**src/rtl/mp3_ctrl_pkg.sv**
```systemverilog
// Shared opcodes, constants and the volume-word helper for the MP3 control arbiter.
// The optional mute feature (MP3_CTRL_MUTE_EN) is selected in mp3_ctrl_arbiter.sv.
package mp3_ctrl_pkg;

    localparam logic [2:0] OP_NOP       = 3'd0;
    localparam logic [2:0] OP_NEXT      = 3'd1;
    localparam logic [2:0] OP_PREV      = 3'd2;
    localparam logic [2:0] OP_VOL_UP    = 3'd3;
    localparam logic [2:0] OP_VOL_DN    = 3'd4;
    localparam logic [2:0] OP_SET_TRACK = 3'd5;
    localparam logic [2:0] OP_SET_VOL   = 3'd6;
    localparam logic [2:0] OP_MUTE      = 3'd7;

    localparam logic [15:0] MUTE_WORD = 16'hFEFE;
    localparam logic [7:0]  ATT_MAX   = 8'hFE;

    typedef enum logic [1:0] {
        ST_IDLE,
        ST_APPLY,
        ST_HOLD
    } state_e;

    // VS1053 attenuation for a level; level 0 is the quietest setting.
    function automatic logic [7:0] att_of(input logic [7:0] level,
                                          input int unsigned levels,
                                          input int unsigned step);
        int unsigned a;
        a = (levels - 1 - int'(level)) * step;
        if (a > 32'(ATT_MAX)) begin
            return ATT_MAX;
        end
        return a[7:0];
    endfunction

endpackage

```
**src/rtl/mp3_rr_arbiter.sv**
```systemverilog
// Combinational round-robin arbiter: first request at or after the pointer wins.
// Produces a one-hot grant, its index and an any-grant flag.
module mp3_rr_arbiter #(
    parameter int N  = 3,
    parameter int IW = 2
) (
    input  logic [N-1:0]  req_i,
    input  logic [IW-1:0] ptr_i,
    output logic [N-1:0]  grant_o,
    output logic [IW-1:0] idx_o,
    output logic          any_o
);

    int cand;

    // Scan from the farthest offset down so the nearest request overrides.
    always_comb begin
        grant_o = '0;
        idx_o   = '0;
        any_o   = 1'b0;
        cand    = 0;
        for (int off = N - 1; off >= 0; off--) begin
            cand = int'(ptr_i) + off;
            if (cand >= N) begin
                cand = cand - N;
            end
            if (req_i[cand]) begin
                grant_o       = '0;
                grant_o[cand] = 1'b1;
                idx_o         = IW'(cand);
                any_o         = 1'b1;
            end
        end
    end

endmodule

```
**src/rtl/mp3_ctrl_arbiter.sv**
```systemverilog
// Merges N_SRC command sources into one track index and one VS1053 volume word.
// Define MP3_CTRL_MUTE_EN to make opcode 7 toggle a mute flag; otherwise it is a NOP.
module mp3_ctrl_arbiter #(
    parameter int N_SRC       = 3,
    parameter int TRACK_W     = 3,
    parameter int N_TRACKS    = 8,
    parameter int VOL_LEVELS  = 16,
    parameter int VOL_STEP    = 8,
    parameter int VOL_DEFAULT = 8,
    parameter int HOLDOFF     = 1000
) (
    input  logic                       clk,
    input  logic                       rst,
    input  logic                       mode_i,
    input  logic [$clog2(N_SRC)-1:0]   sel_i,
    input  logic [N_SRC-1:0]           cmd_valid_i,
    input  logic [3*N_SRC-1:0]         cmd_op_i,
    input  logic [8*N_SRC-1:0]         cmd_arg_i,
    output logic [N_SRC-1:0]           cmd_ready_o,
    output logic [TRACK_W-1:0]         current_o,
    output logic [15:0]                volume_o,
    output logic                       track_chg_o,
    output logic                       vol_chg_o,
    output logic [$clog2(N_SRC)-1:0]   active_src_o
);
    import mp3_ctrl_pkg::*;

    localparam int IDX_W  = $clog2(N_SRC);
    localparam int HOLD_W = (HOLDOFF > 0) ? $clog2(HOLDOFF + 1) : 1;
    localparam logic [HOLD_W-1:0]  HOLD_LOAD = (HOLDOFF > 0) ? HOLD_W'(HOLDOFF - 1) : '0;
    localparam logic [7:0]         LVL_MAX   = 8'(VOL_LEVELS - 1);
    localparam logic [7:0]         LVL_DEF   = 8'(VOL_DEFAULT);
    localparam logic [8:0]         TRK_LIM   = 9'(N_TRACKS);
    localparam logic [TRACK_W-1:0] TRK_LAST  = TRACK_W'(N_TRACKS - 1);
    localparam logic [7:0]         ATT_DEF   = att_of(LVL_DEF, VOL_LEVELS, VOL_STEP);

    state_e               state_q;
    logic [2:0]           op_q;
    logic [7:0]           arg_q;
    logic [IDX_W-1:0]     ptr_q;
    logic [IDX_W-1:0]     active_src_q;
    logic [TRACK_W-1:0]   current_q;
    logic [7:0]           level_q;
    logic [15:0]          volume_q;
    logic                 track_chg_q;
    logic                 vol_chg_q;
    logic [HOLD_W-1:0]    hold_cnt_q;

    logic [2:0]           op_arr  [N_SRC];
    logic [7:0]           arg_arr [N_SRC];
    logic [N_SRC-1:0]     sel_hit;
    logic [N_SRC-1:0]     rr_grant;
    logic [IDX_W-1:0]     rr_idx;
    logic                 rr_any;
    logic [N_SRC-1:0]     grant_oh;
    logic                 grant_any;
    logic [IDX_W-1:0]     grant_idx;
    logic [2:0]           g_op;
    logic [7:0]           g_arg;

    logic [TRACK_W-1:0]   track_d;
    logic [7:0]           level_d;
    logic [7:0]           att_d;
    logic [15:0]          volume_d;
    logic                 muted;
    logic                 mute_d;
    logic                 mute_tgl;

`ifdef MP3_CTRL_MUTE_EN
    logic                 mute_q;
    assign muted = mute_q;
`else
    assign muted = 1'b0;
`endif

    genvar gi;
    generate
        for (gi = 0; gi < N_SRC; gi++) begin : g_src
            assign op_arr[gi]  = cmd_op_i[3*gi +: 3];
            assign arg_arr[gi] = cmd_arg_i[8*gi +: 8];
            assign sel_hit[gi] = cmd_valid_i[gi] && (sel_i == IDX_W'(gi));
        end
    endgenerate

    mp3_rr_arbiter #(
        .N  (N_SRC),
        .IW (IDX_W)
    ) u_rr (
        .req_i   (cmd_valid_i),
        .ptr_i   (ptr_q),
        .grant_o (rr_grant),
        .idx_o   (rr_idx),
        .any_o   (rr_any)
    );

    always_comb begin
        grant_oh = mode_i ? sel_hit : rr_grant;
        g_op     = OP_NOP;
        g_arg    = '0;
        for (int i = 0; i < N_SRC; i++) begin
            if (grant_oh[i]) begin
                g_op  = op_arr[i];
                g_arg = arg_arr[i];
            end
        end
    end

    assign grant_any = mode_i ? (|sel_hit) : rr_any;
    assign grant_idx = mode_i ? sel_i : rr_idx;

    // Fixed-select acks every valid source so losers drop instead of stalling.
    always_comb begin
        cmd_ready_o = '0;
        if (state_q == ST_IDLE) begin
            cmd_ready_o = mode_i ? cmd_valid_i : rr_grant;
        end
    end

    always_comb begin
        track_d  = current_q;
        level_d  = level_q;
        mute_d   = muted;
        mute_tgl = 1'b0;
        case (op_q)
            OP_NEXT:      track_d = (current_q == TRK_LAST) ? '0 : current_q + 1'b1;
            OP_PREV:      track_d = (current_q == '0) ? TRK_LAST : current_q - 1'b1;
            OP_VOL_UP: begin
                if (level_q != LVL_MAX) begin
                    level_d = level_q + 1'b1;
                end
                mute_d = 1'b0;
            end
            OP_VOL_DN: begin
                if (level_q != '0) begin
                    level_d = level_q - 1'b1;
                end
                mute_d = 1'b0;
            end
            OP_SET_TRACK: begin
                if ({1'b0, arg_q} < TRK_LIM) begin
                    track_d = TRACK_W'(arg_q);
                end
            end
            OP_SET_VOL: begin
                level_d = (arg_q > LVL_MAX) ? LVL_MAX : arg_q;
                mute_d  = 1'b0;
            end
            OP_MUTE: begin
`ifdef MP3_CTRL_MUTE_EN
                mute_d   = !muted;
                mute_tgl = 1'b1;
`endif
            end
            default: ;
        endcase
        att_d    = att_of(level_d, VOL_LEVELS, VOL_STEP);
        volume_d = mute_d ? MUTE_WORD : {att_d, att_d};
    end

    always_ff @(posedge clk or negedge rst) begin
        if (!rst) begin
            state_q      <= ST_IDLE;
            op_q         <= OP_NOP;
            arg_q        <= '0;
            ptr_q        <= '0;
            active_src_q <= '0;
            current_q    <= '0;
            level_q      <= LVL_DEF;
            volume_q     <= {ATT_DEF, ATT_DEF};
            track_chg_q  <= 1'b0;
            vol_chg_q    <= 1'b0;
            hold_cnt_q   <= '0;
`ifdef MP3_CTRL_MUTE_EN
            mute_q       <= 1'b0;
`endif
        end else begin
            track_chg_q <= 1'b0;
            vol_chg_q   <= 1'b0;
            case (state_q)
                ST_IDLE: begin
                    if (grant_any) begin
                        op_q         <= g_op;
                        arg_q        <= g_arg;
                        active_src_q <= grant_idx;
                        if (!mode_i) begin
                            ptr_q <= (rr_idx == IDX_W'(N_SRC - 1)) ? '0 : rr_idx + 1'b1;
                        end
                        state_q <= ST_APPLY;
                    end
                end
                ST_APPLY: begin
                    current_q   <= track_d;
                    level_q     <= level_d;
                    volume_q    <= volume_d;
                    track_chg_q <= (track_d != current_q);
                    vol_chg_q   <= (volume_d != volume_q) || mute_tgl;
`ifdef MP3_CTRL_MUTE_EN
                    mute_q      <= mute_d;
`endif
                    if (HOLDOFF == 0) begin
                        state_q <= ST_IDLE;
                    end else begin
                        state_q    <= ST_HOLD;
                        hold_cnt_q <= HOLD_LOAD;
                    end
                end
                ST_HOLD: begin
                    if (hold_cnt_q == '0) begin
                        state_q <= ST_IDLE;
                    end else begin
                        hold_cnt_q <= hold_cnt_q - 1'b1;
                    end
                end
                default: state_q <= ST_IDLE;
            endcase
        end
    end

    assign current_o    = current_q;
    assign volume_o     = volume_q;
    assign track_chg_o  = track_chg_q;
    assign vol_chg_o    = vol_chg_q;
    assign active_src_o = active_src_q;

endmodule
```
**config.mk**
```make
export PLATFORM = sky130hd
export DESIGN_NAME = mp3_ctrl_arbiter
export DESIGN_NICKNAME = d
export VERILOG_FILES = /design/src/rtl/mp3_ctrl_pkg.sv /design/src/rtl/mp3_rr_arbiter.sv /design/src/rtl/mp3_ctrl_arbiter.sv
export SDC_FILE = /design/constraint.sdc
export NUM_CORES = 1
export LEC_CHECK = 0
export BUFFER_PORTS_ARGS = -buffer_cell sky130_fd_sc_hd__clkbuf_2
export CORE_MARGIN = 8
export CORE_UTILIZATION = 50
export DETAILED_ROUTE_END_ITERATION = 7
export PLACE_DENSITY = 0.77
export SLEW_MARGIN = 20
export SYNTH_ARGS = -nofsm -noshare
export SYNTH_HDL_FRONTEND = slang
export SYNTH_SLANG_ARGS = --single-unit
```
**constraint.sdc**
```tcl
create_clock -name clk -period 4.7 [get_ports clk]
set_input_delay 0.94 -clock clk [delete_from_list [all_inputs] [get_ports clk]]
set_output_delay 0.94 -clock clk [all_outputs]
set_load 0.05 [all_outputs]
```
==> flow_metrics.tcl <==
set metrics [dict create \
    status "finished clean" \
    antenna_found_initial 0 \
    htreeDepth 2 \
    initial_utilization 0.509 \
    cts_buffer_depth 2 \
    dp_slack_ns 1.19 \
    root_buffer "clkbuf_8" \
    syn_area_sq_mm 0.00342 \
    p_clk_frac 0.092 \
    cp.required_ns 3.76 \
    clock_skew_ns 0.00611 \
    grt_max_degree 47 \
    clkTransAtPathRegs_ns 0.09 \
    worstHoldStart "arg_q[5]" \
    ant_nets 0 \
    synth_cells 407 \
    swShare 0.539 \
    vias_per_cell 6.06 \
    areaGrowthSynthToFinish_pct 9.87 \
    rsz0062_at_grt "false" \
    vdd_drop_max_v 0.000355 \
    vias 3194 \
    grt_usage 0.165 \
    dieHeight_microns 98.7 \
    fin_cells 527 \
    die_area_sq_mm 0.00975 \
    synthAdderAreaFrac 0.0468 \
    crit_type "reg -> out" \
    drt-pass1-iter-count 5 \
    start_kind "flip-flop" \
    wl_microns 8070 \
    core_area_sq_mm 0.00672 \
    p_leak_nw 1.67 \
    io-pin-count 67 \
    fmax_ghz 0.283 \
    synth.distinct_cells 63 \
    synth-compound-area-share 0.238 \
    cts_setup_buffers 0 \
    reg2reg_setup_slack_ns 1.51 \
    gp_congestion 0.972 \
    cts_buffers 5 \
    yosys_most_used_dff "dfrtp_1" \
    cts_tree "built" \
    synthArstFlopShare 1.00 \
    maxCapViolCount 0 \
    cts_resized 0 \
    fp-row-count 30 \
    setup_ws_ns 1.17 \
    path_max_fanout 12 \
    grt_overflow 0 \
    grt_pass1_vias 3040 \
    hpwl_microns 6010 \
    grt_pass1_wl_microns 13700 \
    ys_ff_latch 46 \
    setup-tns-final_ns 0 \
    slew_viol_final 0 \
    avgSynthCellArea_sq_um 8.41 \
    drt-initial-drc-count 187 \
    cts-hold-fix-buffers 0 \
    wire_per_inst_microns 15.3 \
    fin_crit_ns 3.53 \
    drc 0 \
    cp-startpoint "ptr_q[0]" \
    power_switching_mw 1.45 \
    die_x_microns 98.7 \
    arrival_ns 2.59 \
    diodes 0 \
    p_seq_frac 0.285 \
    comb_power_share 0.623 \
    finalCritPeriodShare 0.752 \
    layout-drive-gt1-share 0.206 \
    synthMuxAreaShare 0.0358 \
    internal_power_mw 1.24 \
    synth_top_family_by_area "compound AO/OA/AOI/OAI gates" \
    r2r_cells 11 \
    power_density_mw_per_mm2 714 \
    cp-end-kind "output port" \
    finalSetupViolCount 0 \
    fin_nets 499 \
    synthXorXnorAreaFrac 0.0333 \
    r2r-start "level_q[0]" \
    insertion_delay_ns 0.30 \
    final_hold_viol_count 0 \
    hold_class "reg -> reg" \
    cts.sinks 46 \
    worstMarginPinSlew_ns 0.751 \
    r2r_end "vol_chg_o" \
    port_buffers 64 \
    synthSimpleGateAreaFrac 0.227 \
    synth_edf_count 0 \
    dp_cells 519 \
    ys_warn_count 0 \
    ys_seq_area_frac 0.338 \
    slew_headroom 0.498 \
    endpoint "cmd_ready_o[0]" \
]
-- worst min path at each step --
stage,to,cells past startpoint
2_1_floorplan,arg_q[4],2
5_1_grt,arg_q[5],2
6_report,arg_q[5],2
3_3_place_gp,arg_q[5],2
4_1_cts,arg_q[5],2
3_5_place_dp,arg_q[5],2
-- metal layers --
layer / vias to the layer above / part of all wire / global-route usage
li1: 1555 / - / -
met3: 13 / 0.069 / 0.0374
met2: 120 / 0.47 / 0.272
met4: 0 / 0.017 / 0.0602
met1: 1506 / 0.44 / 0.207
met5: - / 0 / 0
-- cell usage in the layout (no fill, tap or decap), drive strengths merged, types with 7 or more instances in the layout --
| master | synthesis | layout |
|---|---|---|
| clkbuf | 18 | 69 |
| nand2 | 44 | 44 |
| dfrtp | 42 | 42 |
| nor2 | 32 | 32 |
| a21oi | 25 | 25 |
| o21ai | 23 | 23 |
| inv | 16 | 17 |
| o31ai | 14 | 14 |
| ha | 12 | 12 |
| a221oi | 11 | 11 |
| mux2i | 10 | 10 |
| nor2b | 9 | 9 |
| nor3 | 9 | 9 |
| nand2b | 8 | 8 |
| nand3 | 8 | 8 |
| xnor2 | 7 | 7 |
-- sequential cells by signal (all words and copies together) (netlist names) --
signal / flops
active_src_o: 2
arg_q: 8
current_o: 3
hold_cnt_q: 10
level_q: 8
op_q: 3
ptr_q: 2
state_q: 2
track_chg_o: 1
vol_chg_o: 1
volume_o: 6
-- Yosys cell counts (4+ instances only) --
master,n,area [sq um]
nor4_1,6,37.5
a221oi_1,11,96.3
nor2_1,32,120
o22ai_1,5,31.3
dfstp_2,4,105
nor2b_1,9,56.3
mux2i_1,10,100
nand2_1,44,165
inv_1,16,60.1
buf_2,7,35.0
o211ai_1,6,45.0
clkbuf_1,18,67.6
a31oi_1,5,31.3
nand3b_1,5,37.5
dfrtp_1,42,1050
xor2_1,6,52.6
nor3_1,9,45.0
and3_1,5,31.3
o31ai_1,13,97.6
nand4_1,5,31.3
buf_4,10,75.1
o21ai_0,20,100
nand3_1,8,40.0
ha_1,12,150
nand2b_1,8,50.1
a21oi_1,25,125
xnor2_1,7,61.3
-- power groups by stage --
stage | combinational [mW] | sequential, mW | clock (mW)
after floorplan | 1.32 | 0.840 | 0
after global placement | 1.62 | 0.768 | 0
after detailed placement | 1.67 | 0.769 | 0
after CTS | 1.67 | 0.762 | 0.256
after global routing | 1.85 | 0.798 | 0.266
final | 1.67 | 0.765 | 0.248
-- kinds of logic (layout without fill, tap and decap cells) --
kind of cell             count (synthesis)  in the layout
AO/OA/AOI/OAI                          117            117
XOR/XNOR                                13             13
adder cells (fa/ha/maj)                 13             13
buffers and inverters                   54             93
flip-flops                              46             46
multiplexers                            12             12
other                                    1              2
AND/OR/NAND/NOR                        151            151
-- critical path, stage by stage (launching register included) --
cell      delay [ns]
dfrtp_1         0.39
inv_1           0.09
ha_1            0.34
or4b_1          0.55
a21oi_1         0.17
a41oi_1         0.05
o21ai_0         0.23
and3_1          0.19
clkbuf_2        0.27
-- stage by stage --
stage / hold slack (ns) / total power [mW] / utilization / area, sq um
finish: 0.481 / 2.69 / 0.560 / 3760
global route: 0.509 / 2.91 / 0.560 / 3760
CTS: 0.485 / 2.69 / 0.560 / 3760
detailed placement: 0.464 / 2.43 / 0.547 / 3670
global placement: 0.458 / 2.39 / 0.547 / 3670
floorplan: 0.440 / 2.16 / - / 3430
-- area by class of cell --
type	count	area, sq um
clock buffers	5	68.8
repair buffers	69	358
clock inverters	3	18.8
well taps	80	100
inverters	16	60.1
flip-flops and latches	46	1160
fillers	605	2960
multi-input cells	308	2000
Note: power is estimated with default switching activity, not from simulation.
